File: src/rtl/branch_resolve_unit.sv
// -----------------------------------------------------------------------------
// branch_resolve_unit
//
// Resolution end of the fetch-side branch prediction path. Every prediction
// made at fetch (pc, direction, target) is queued in order. When the control
// instruction resolves in EX/MEM, the oldest queued prediction is compared
// against the actual outcome. A mispredict squashes the queue, raises flush
// for FLUSH_CYCLES cycles and issues a one-cycle redirect to the correct next
// pc. Every accepted resolve also strobes the predictor update port.
//
// Parameters
//   DEPTH        in-flight prediction entries (power of 2, >= 2)
//   PC_W         program counter width (>= 8)
//   FLUSH_CYCLES cycles flush stays high after a mispredict (>= 1)
//
// Ports
//   clk, rst                      clock (rising edge), synchronous active-high reset
//   push_valid/ready/pc/taken/target
//                                 prediction from the fetch controller
//   resolve_valid/pc/taken/target actual outcome from EX/MEM
//   flush                         squash younger instructions in IF/ID/EX
//   redirect_valid, redirect_pc   one-cycle pulse carrying the correct next pc
//   upd_valid, upd_pc, upd_taken  predictor update (index = resolve_pc[7:0])
//   q_count                       queue occupancy
//   err_sticky                    protocol error seen (empty queue or pc
//                                 mismatch on resolve); cleared only by rst
//
// Configuration
//   BRU_STATS_EN  when defined, adds stat_branches / stat_mispredicts:
//                 saturating counts of accepted resolves and mispredicts.
//
// Registered outputs appear one cycle after the resolve that caused them.
// -----------------------------------------------------------------------------
module branch_resolve_unit #(
  parameter int DEPTH        = 4,
  parameter int PC_W         = 32,
  parameter int FLUSH_CYCLES = 2
) (
  input  logic                     clk,
  input  logic                     rst,
  input  logic                     push_valid,
  output logic                     push_ready,
  input  logic [PC_W-1:0]          push_pc,
  input  logic                     push_taken,
  input  logic [PC_W-1:0]          push_target,
  input  logic                     resolve_valid,
  input  logic [PC_W-1:0]          resolve_pc,
  input  logic                     resolve_taken,
  input  logic [PC_W-1:0]          resolve_target,
  output logic                     flush,
  output logic                     redirect_valid,
  output logic [PC_W-1:0]          redirect_pc,
  output logic                     upd_valid,
  output logic [7:0]               upd_pc,
  output logic                     upd_taken,
  output logic [$clog2(DEPTH):0]   q_count,
  output logic                     err_sticky
`ifdef BRU_STATS_EN
  ,
  output logic [31:0]              stat_branches,
  output logic [31:0]              stat_mispredicts
`endif
);

  localparam int PTR_W = $clog2(DEPTH);
  localparam int CNT_W = PTR_W + 1;
  localparam int FC_W  = $clog2(FLUSH_CYCLES + 1);

  typedef enum logic {
    ST_RUN,
    ST_FLUSH
  } state_t;

  state_t            state, state_nxt;
  logic [FC_W-1:0]   flush_cnt, flush_cnt_nxt;

  // Prediction storage, split per field.
  logic [PC_W-1:0]   q_pc     [DEPTH];
  logic              q_taken  [DEPTH];
  logic [PC_W-1:0]   q_target [DEPTH];
  logic [PTR_W-1:0]  wr_ptr, rd_ptr;

  logic              q_empty;
  logic              push_acc;
  logic              resolve_acc;
  logic              pc_err;
  logic              mispredict;
  logic              pop;

  // ---------------------------------------------------------------------------
  // Handshake and compare against the queue head (all combinational).
  // ---------------------------------------------------------------------------
  // push_ready depends only on registered state, so a pop in the same cycle
  // does not open a slot for a push into a full queue.
  assign push_ready  = (state == ST_RUN) && (q_count != CNT_W'(DEPTH));
  assign flush       = (state == ST_FLUSH);
  assign q_empty     = (q_count == '0);
  assign push_acc    = push_valid && push_ready;
  assign resolve_acc = resolve_valid && (state == ST_RUN);

  assign pc_err      = resolve_acc && (q_empty || (q_pc[rd_ptr] != resolve_pc));
  assign mispredict  = resolve_acc &&
                       (q_empty
                        || (q_pc[rd_ptr]    != resolve_pc)
                        || (q_taken[rd_ptr] != resolve_taken)
                        || (resolve_taken && (q_target[rd_ptr] != resolve_target)));
  // A hit retires the head; a mispredict clears the whole queue instead.
  assign pop         = resolve_acc && !mispredict;

  // ---------------------------------------------------------------------------
  // FSM: RUN / FLUSH with a down-counter holding flush for FLUSH_CYCLES.
  // ---------------------------------------------------------------------------
  // NOTE: sequential state uses non-blocking (<=) so every flop samples the
  // pre-edge value of every other flop, independent of block ordering.
  always_ff @(posedge clk) begin
    if (rst) begin
      state     <= ST_RUN;
      flush_cnt <= '0;
    end else begin
      state     <= state_nxt;
      flush_cnt <= flush_cnt_nxt;
    end
  end

  // NOTE: every variable gets a default before the case so no path leaves it
  // unassigned, which would otherwise infer a latch.
  always_comb begin
    state_nxt     = state;
    flush_cnt_nxt = flush_cnt;
    case (state)
      ST_RUN: begin
        if (mispredict) begin
          state_nxt     = ST_FLUSH;
          flush_cnt_nxt = FC_W'(FLUSH_CYCLES);
        end
      end
      ST_FLUSH: begin
        if (flush_cnt == FC_W'(1)) begin
          state_nxt     = ST_RUN;
          flush_cnt_nxt = '0;
        end else begin
          flush_cnt_nxt = flush_cnt - FC_W'(1);
        end
      end
    endcase
  end

  // ---------------------------------------------------------------------------
  // Queue pointers and occupancy. Pointers wrap naturally (DEPTH is 2^n).
  // ---------------------------------------------------------------------------
  always_ff @(posedge clk) begin
    if (rst || mispredict) begin
      // A mispredict squashes all younger predictions, including any push
      // offered in the same cycle.
      wr_ptr  <= '0;
      rd_ptr  <= '0;
      q_count <= '0;
    end else begin
      if (push_acc) wr_ptr <= wr_ptr + PTR_W'(1);
      if (pop)      rd_ptr <= rd_ptr + PTR_W'(1);
      if (push_acc && !pop)      q_count <= q_count + CNT_W'(1);
      else if (pop && !push_acc) q_count <= q_count - CNT_W'(1);
    end
  end

  // NOTE: the entry storage is deliberately not reset; validity is tracked by
  // the pointers and count alone, so clearing the array would only cost reset
  // fan-out.
  always_ff @(posedge clk) begin
    if (push_acc) begin
      q_pc[wr_ptr]     <= push_pc;
      q_taken[wr_ptr]  <= push_taken;
      q_target[wr_ptr] <= push_target;
    end
  end

  // ---------------------------------------------------------------------------
  // Registered update / redirect / error outputs.
  // ---------------------------------------------------------------------------
  always_ff @(posedge clk) begin
    if (rst) begin
      upd_valid      <= 1'b0;
      upd_pc         <= '0;
      upd_taken      <= 1'b0;
      redirect_valid <= 1'b0;
      redirect_pc    <= '0;
      err_sticky     <= 1'b0;
    end else begin
      upd_valid      <= resolve_acc;
      redirect_valid <= mispredict;
      if (resolve_acc) begin
        upd_pc    <= resolve_pc[7:0];
        upd_taken <= resolve_taken;
      end
      if (mispredict) begin
        // Not-taken fall-through wraps modulo 2^PC_W.
        redirect_pc <= resolve_taken ? resolve_target : resolve_pc + PC_W'(4);
      end
      if (pc_err) err_sticky <= 1'b1;
    end
  end

`ifdef BRU_STATS_EN
  // Saturating event counters.
  always_ff @(posedge clk) begin
    if (rst) begin
      stat_branches    <= '0;
      stat_mispredicts <= '0;
    end else begin
      if (resolve_acc && (stat_branches != '1))
        stat_branches <= stat_branches + 32'd1;
      if (mispredict && (stat_mispredicts != '1))
        stat_mispredicts <= stat_mispredicts + 32'd1;
    end
  end
`endif

endmodule

File: config.mk
export PLATFORM = sky130hd
export DESIGN_NAME = branch_resolve_unit
export DESIGN_NICKNAME = d
export VERILOG_FILES = /design/src/rtl/branch_resolve_unit.sv
export SDC_FILE = /design/constraint.sdc
export NUM_CORES = 1
export LEC_CHECK = 0
export ABC_CLOCK_PERIOD_IN_PS = 7100
export CAP_MARGIN = 10
export CORE_MARGIN = 4
export CORE_UTILIZATION = 39
export CTS_BUF_LIST = sky130_fd_sc_hd__clkbuf_8
export DETAILED_ROUTE_END_ITERATION = 7
export GPL_ROUTABILITY_DRIVEN = 1
export GPL_TIMING_DRIVEN = 0
export PLACE_DENSITY_LB_ADDON = 0.08
export SLEW_MARGIN = 20
export SYNTH_ARGS = -nofsm -noshare
export SYNTH_HDL_FRONTEND = slang
export SYNTH_SLANG_ARGS = --single-unit
File: constraint.sdc
create_clock -name clk -period 7.1 [get_ports clk]
set_input_delay 2.13 -clock clk [delete_from_list [all_inputs] [get_ports clk]]
set_output_delay 2.13 -clock clk [all_outputs]
set_load 0.01 [all_outputs]
; ---- Word level (Yosys, flattened, before mapping)
; Memory sizes are Yosys's and may differ from the RTL's. A register that Yosys moved wholly into a read port is not among the register bits.
; Index checks and enable logic that the tools add are counted.
[totals]
regBits = 54
mem_bits_rw = 260
out_inout_bits = 49
elab_cells = 62
n_memories = 3
[classes]
add_sub_neg = 6
eq_ne = 6
muxes = 17
bitwise = 1
reduce_logical = 18
[mem_list]
columns = memory, depth, word_bits, read_ports, rd_clocked_by_memory_dff, write_ports, line_no
row1 = q_pc, 4, 32, 1, 1, 1, 78  ; logic [PC_W-1:0] q_pc [DEPTH];
row2 = q_target, 4, 32, 1, 1, 1, 80  ; logic [PC_W-1:0] q_target [DEPTH];
row3 = q_taken, 4, 1, 1, 1, 1, 79  ; logic q_taken [DEPTH];
[op_table]
columns = op, n
row1 = 32-bit != test, 2
row2 = 32-bit by 3-bit adder with 32-bit output (second input constant), 1
row3 = 32-bit two-way mux, 1
row4 = 2-bit two-way mux, 8
row5 = 1-bit logical AND, 9
row6 = 3-bit two-way mux, 2
row7 = 2-bit by 1-bit adder with 2-bit output (second input constant), 2
row8 = 1-bit logical OR, 4
row9 = 1-bit two-way mux, 4
row10 = 2-bit case mux with 2 select lines, 1
row11 = 3-bit by 1-bit adder with 3-bit output (second input constant), 1
row12 = 1-bit zero test, 3
row13 = 3-bit zero test, 1
row14 = 3-bit != test (second input constant), 1
row15 = 3-bit by 1-bit subtractor with 3-bit output (second input constant), 1
row16 = 2-bit by 1-bit == test with 1-bit output (second input constant), 1
row17 = 2-bit != test (second input constant), 1
row18 = 1-bit case mux with 2 select lines, 1
row19 = 2-bit nonzero test, 1
row20 = 2-bit by 1-bit subtractor with 2-bit output (second input constant), 1
row21 = 1-bit != test, 1
row22 = 1-bit inverter, 1

; ---- Longest topological paths before layout
[depth]
depth_word = 10
depth_mapped = 19
depth_no_buf = 14

; ---- Least setup slack after synthesis
; OpenSTA, ideal clock, no wires.
[synth_timing]
kind = input -> register
startpoint = input port resolve_pc[4]
endpoint = register q_count[1]
arrival_time_ns = 4.618
setup_slack_ns = 2.351
path_stages = 14
n_path_buf = 3
cell_sequence = clkbuf_1 -> xor2_1 -> nor4_1 -> nand4_1 -> a2111oi_4 -> o211a_1 -> buf_4 -> buf_2 -> nand2_1 -> ha_1 -> inv_1 -> fa_1 -> mux2i_1 -> nor3_1
[synth_between]
elab_chain_len = 10
[synth_rtl]
columns = item, line_no
row1 = "start, declared", 47  ; input logic [PC_W-1:0] resolve_pc,
row2 = 32-bit != test *, 104  ; || (q_pc[rd_ptr] != resolve_pc)
row3 = 1-bit logical OR *, 104
row4 = 1-bit logical OR *, 105  ; || (q_taken[rd_ptr] != resolve_taken)
row5 = 1-bit logical OR *, 106  ; || (resolve_taken && (q_target[rd_ptr] != resolve_target)));
row6 = 1-bit logical AND *, 102  ; assign mispredict = resolve_acc &&
row7 = 1-bit zero test, 108  ; assign pop = resolve_acc && !mispredict;
row8 = 1-bit logical AND, 108
row9 = 1-bit zero test, 161  ; if (push_acc && !pop) q_count <= q_count + CNT_W'(1);
row10 = 1-bit logical AND, 161
row11 = 3-bit two-way mux or 2-bit nonzero test (tied branches), --
row12 = "end signal, assigned", 161
row13 = "end signal, assigned", 162  ; else if (pop && !push_acc) q_count <= q_count - CNT_W'(1);
row14 = "end, declared", 56  ; output logic [$clog2(DEPTH):0] q_count,
; Every way passes the cells marked *; elsewhere a longest branch is shown, timed or not.
; A chain may end at the register's enable or synchronous reset.

; ---- Worst setup path in the final report
[layout_timing]
startpoint = input port resolve_pc[23]
endpoint = register q_count[1]
; The elaborated chain is that of the path after synthesis.

==> results.tsv <==
metric	value	unit
synth_edf_count	260	
cts_root_buf	clkbuf_8	
power.leakage	5.536	nW
syn-cell-area	13460	sq um
design.die.area	37560	sq um
final_cells	1620	
syn_nets	1038	
grt_usage	20.22	%
dp.final_hpwl	28580	microns
ys_seq_area_share	66.32	%
path_max_fanout	10	
syn_to_final_growth	25.54	%
gp_congestion	0.8928	
clk_pin_slew	60	ps
num_vias	8525	
post-synth-top-count-cell	edfxtp_1	
ctsHoldBuffers	0	
maxCapViolations	0	
pwr-share-comb	10.7	%
cts_resized	0	
drc	0	
cp.required	7530	ps
wirelength	38790	microns
drt_iter0_drc	718	
synth_top_cell_by_area	edfxtp_1	
die_y	193.8	microns
yosys_most_used_dff	edfxtp_1	
internal_power	3.095	mW
maxSlewViolCount	0	
wl_per_cell	23.95	microns
fp.coreArea	33780	sq um
rsz0062_at_grt	false	
clockPowerShare	37.3	%
hold_viol	0	
hold_class	reg2reg	
io_pins	183	
p_seq_share	52.1	%
worst_ep_arrival_time	5710	ps
clock_latency	580	ps
grt_pass1_vias	8800	
globalRouteOverflowTotal	0	
placementRows	67	
post-place-cells	1524	
cts.path.max_buffers	3	
max_freq	189.5	MHz
firstDrtPassIters	7	
portBuffers	176	
crit_type	in2reg	
antenna_found_initial	2	
cts_max_level	2	
post-cts-setup-buffers	0	
post-route-util	50.03	%
period_needed	5276	ps
status	finished, final reports clean	
min_to	upd_pc[2]	
synth-warning-count	0	
yosys.cell_types.count	56	
post-route-period-util	74.32	%
ys_ff_latch	316	
cp-end-kind	flip-flop	
rrSetupSlack	2480	ps
syn_inst	896	
finClkSkew	25.16	ps
start_kind	input pin	
synth_common_cells	edfxtp_1, xnor2_1, mux2i_1	
nets	1272	
synth.area.top_cells	edfxtp_1, dfxtp_1, mux4_2	
ir_drop	118.9	uV
die-width	193.8	microns
drtAntennaViolNets	0	
hold_ws	451.3	ps
setup_violations	0	
hold_depth	2	
synth_top_area_share	57.99	%
powerDensity	240.3	nW/um^2
min-delay-start	upd_pc[2]	
tns	0	ps
p_sw	966.5	uW
slew_headroom	48.91	%
start_util	39.85	%
power	4.061	mW
grt_start_max_net_pins	44	
cts_sinks	316	
via_per_inst	5.262	
cts_tree	yes	
synth.avg_cell_area	15.03	sq um
r2r_cells	17	
tightestPinTransition	766.4	ps
numCtsBuffers	52	
p_sw_share	23.80	%
rr_endpoint	q_count[1]	
grt_pass1_wl	57100	microns
ys_async_sr_fraction	0	%
drive_gt1_share	12.74	%
## final cells by class
class | instances | area [sq um]
antenna | 2 | 5.005
buffer | 50 | 221.5
clock buffer | 57 | 784.5
inverter | 25 | 93.84
fill | 2940 | 16880
timing repair buffer | 180 | 1864
clock inverter | 37 | 203.9
tap | 448 | 560.5
multi-input combinational | 505 | 4239
sequential | 316 | 8929
## registers in the layout, summed over array words and instances (netlist names), named ones only
name	cells
q_pc	128
q_target	128
redirect_pc	32
upd_pc	8
q_taken	4
q_count	3
flush_cnt	2
rd_ptr	2
wr_ptr	2
err_sticky	1
flush	1
redirect_valid	1
upd_taken	1
upd_valid	1
## power by group through the flow
stage                     registers [mW]  logic (mW)  clock network (mW)
after floorplan                     2.16       0.186                   0
after global routing                2.12       0.467                1.65
final                               2.11       0.433                1.51
after CTS                           2.12       0.436                1.55
after detailed placement            2.15       0.435                   0
after global placement              2.16       0.423                   0
## routing by layer
layer  wire, microns  track usage, %
met5               0               0
met2           18040           32.31
met1           17450           28.26
met3            2502           4.292
met4             801           5.612
## cells in the final DEF, fill, tap and decap left out, types with 4 or more instances in the layout
cell type,instances
a211oi_1,6
a21oi_1,43
a22oi_1,4
a2bb2oi_1,4
a31o_2,7
and3_1,4
and3_4,4
buf_2,15
buf_4,4
clkbuf_1,28
clkbuf_8,57
clkdlybuf4s50_1,176
clkinv_1,7
clkinv_2,6
dfxtp_1,56
edfxtp_1,260
ha_1,7
inv_1,45
mux2_2,6
mux2i_1,58
mux4_2,41
nand2_1,42
nand2b_1,10
nand3_1,14
nand4_1,15
nor2_1,28
nor3_1,13
nor4_1,12
o2111ai_1,6
o211ai_1,11
o21ai_0,32
or4_1,5
xnor2_1,63
xor2_1,26
## metrics by stage
step	setup slack, ps	area, sq um
2_1_floorplan	2351	13460
3_3_place_gp	900.7	15790
3_5_place_dp	1308	15910
4_1_cts	1902	16900
5_1_grt	1593	16900
6_report	1824	16900
## cell families (layout without fill, tap and decap cells)
| kind of cell | after synthesis | after routing | synth area share, % |
|---|---|---|---|
| xor gates and xnor gates | 89 | 89 | 5.790 |
| adders and majority gates | 8 | 8 | 0.7992 |
| and+or+nand+nor | 162 | 162 | 6.125 |
| muxes | 105 | 105 | 11.67 |
| DFF | 316 | 316 | 66.32 |
| AOI/OAI and AO/OA | 141 | 141 | 6.952 |
| buffers and inverters | 75 | 349 | 2.342 |
| other | 0 | 2 | 0 |
## worst max-delay path, stage by stage
cell,delay [ps]
clkdlybuf4s50_1,560
xor2_1,220
nor4_1,390
nand4_1,220
a2111oi_4,500
o211a_1,280
buf_4,170
buf_2,230
nand2_1,90
ha_1,230
inv_1,70
fa_1,410
mux2i_1,140
nor3_1,60
## worst max-delay path by stage
| stage | startpoint | end | slack [ps] |
|---|---|---|---|
| finish | resolve_pc[23] | q_count[1] | 1820 |
| global route | resolve_pc[23] | q_count[2] | 1590 |
| CTS | resolve_pc[23] | q_count[1] | 1900 |
| detailed placement | resolve_pc[23] | q_count[1] | 1310 |
| global placement | push_valid | q_target[1][2] | 900 |
| floorplan | resolve_pc[4] | q_count[1] | 2350 |
Power figures use the tool's default switching activity.
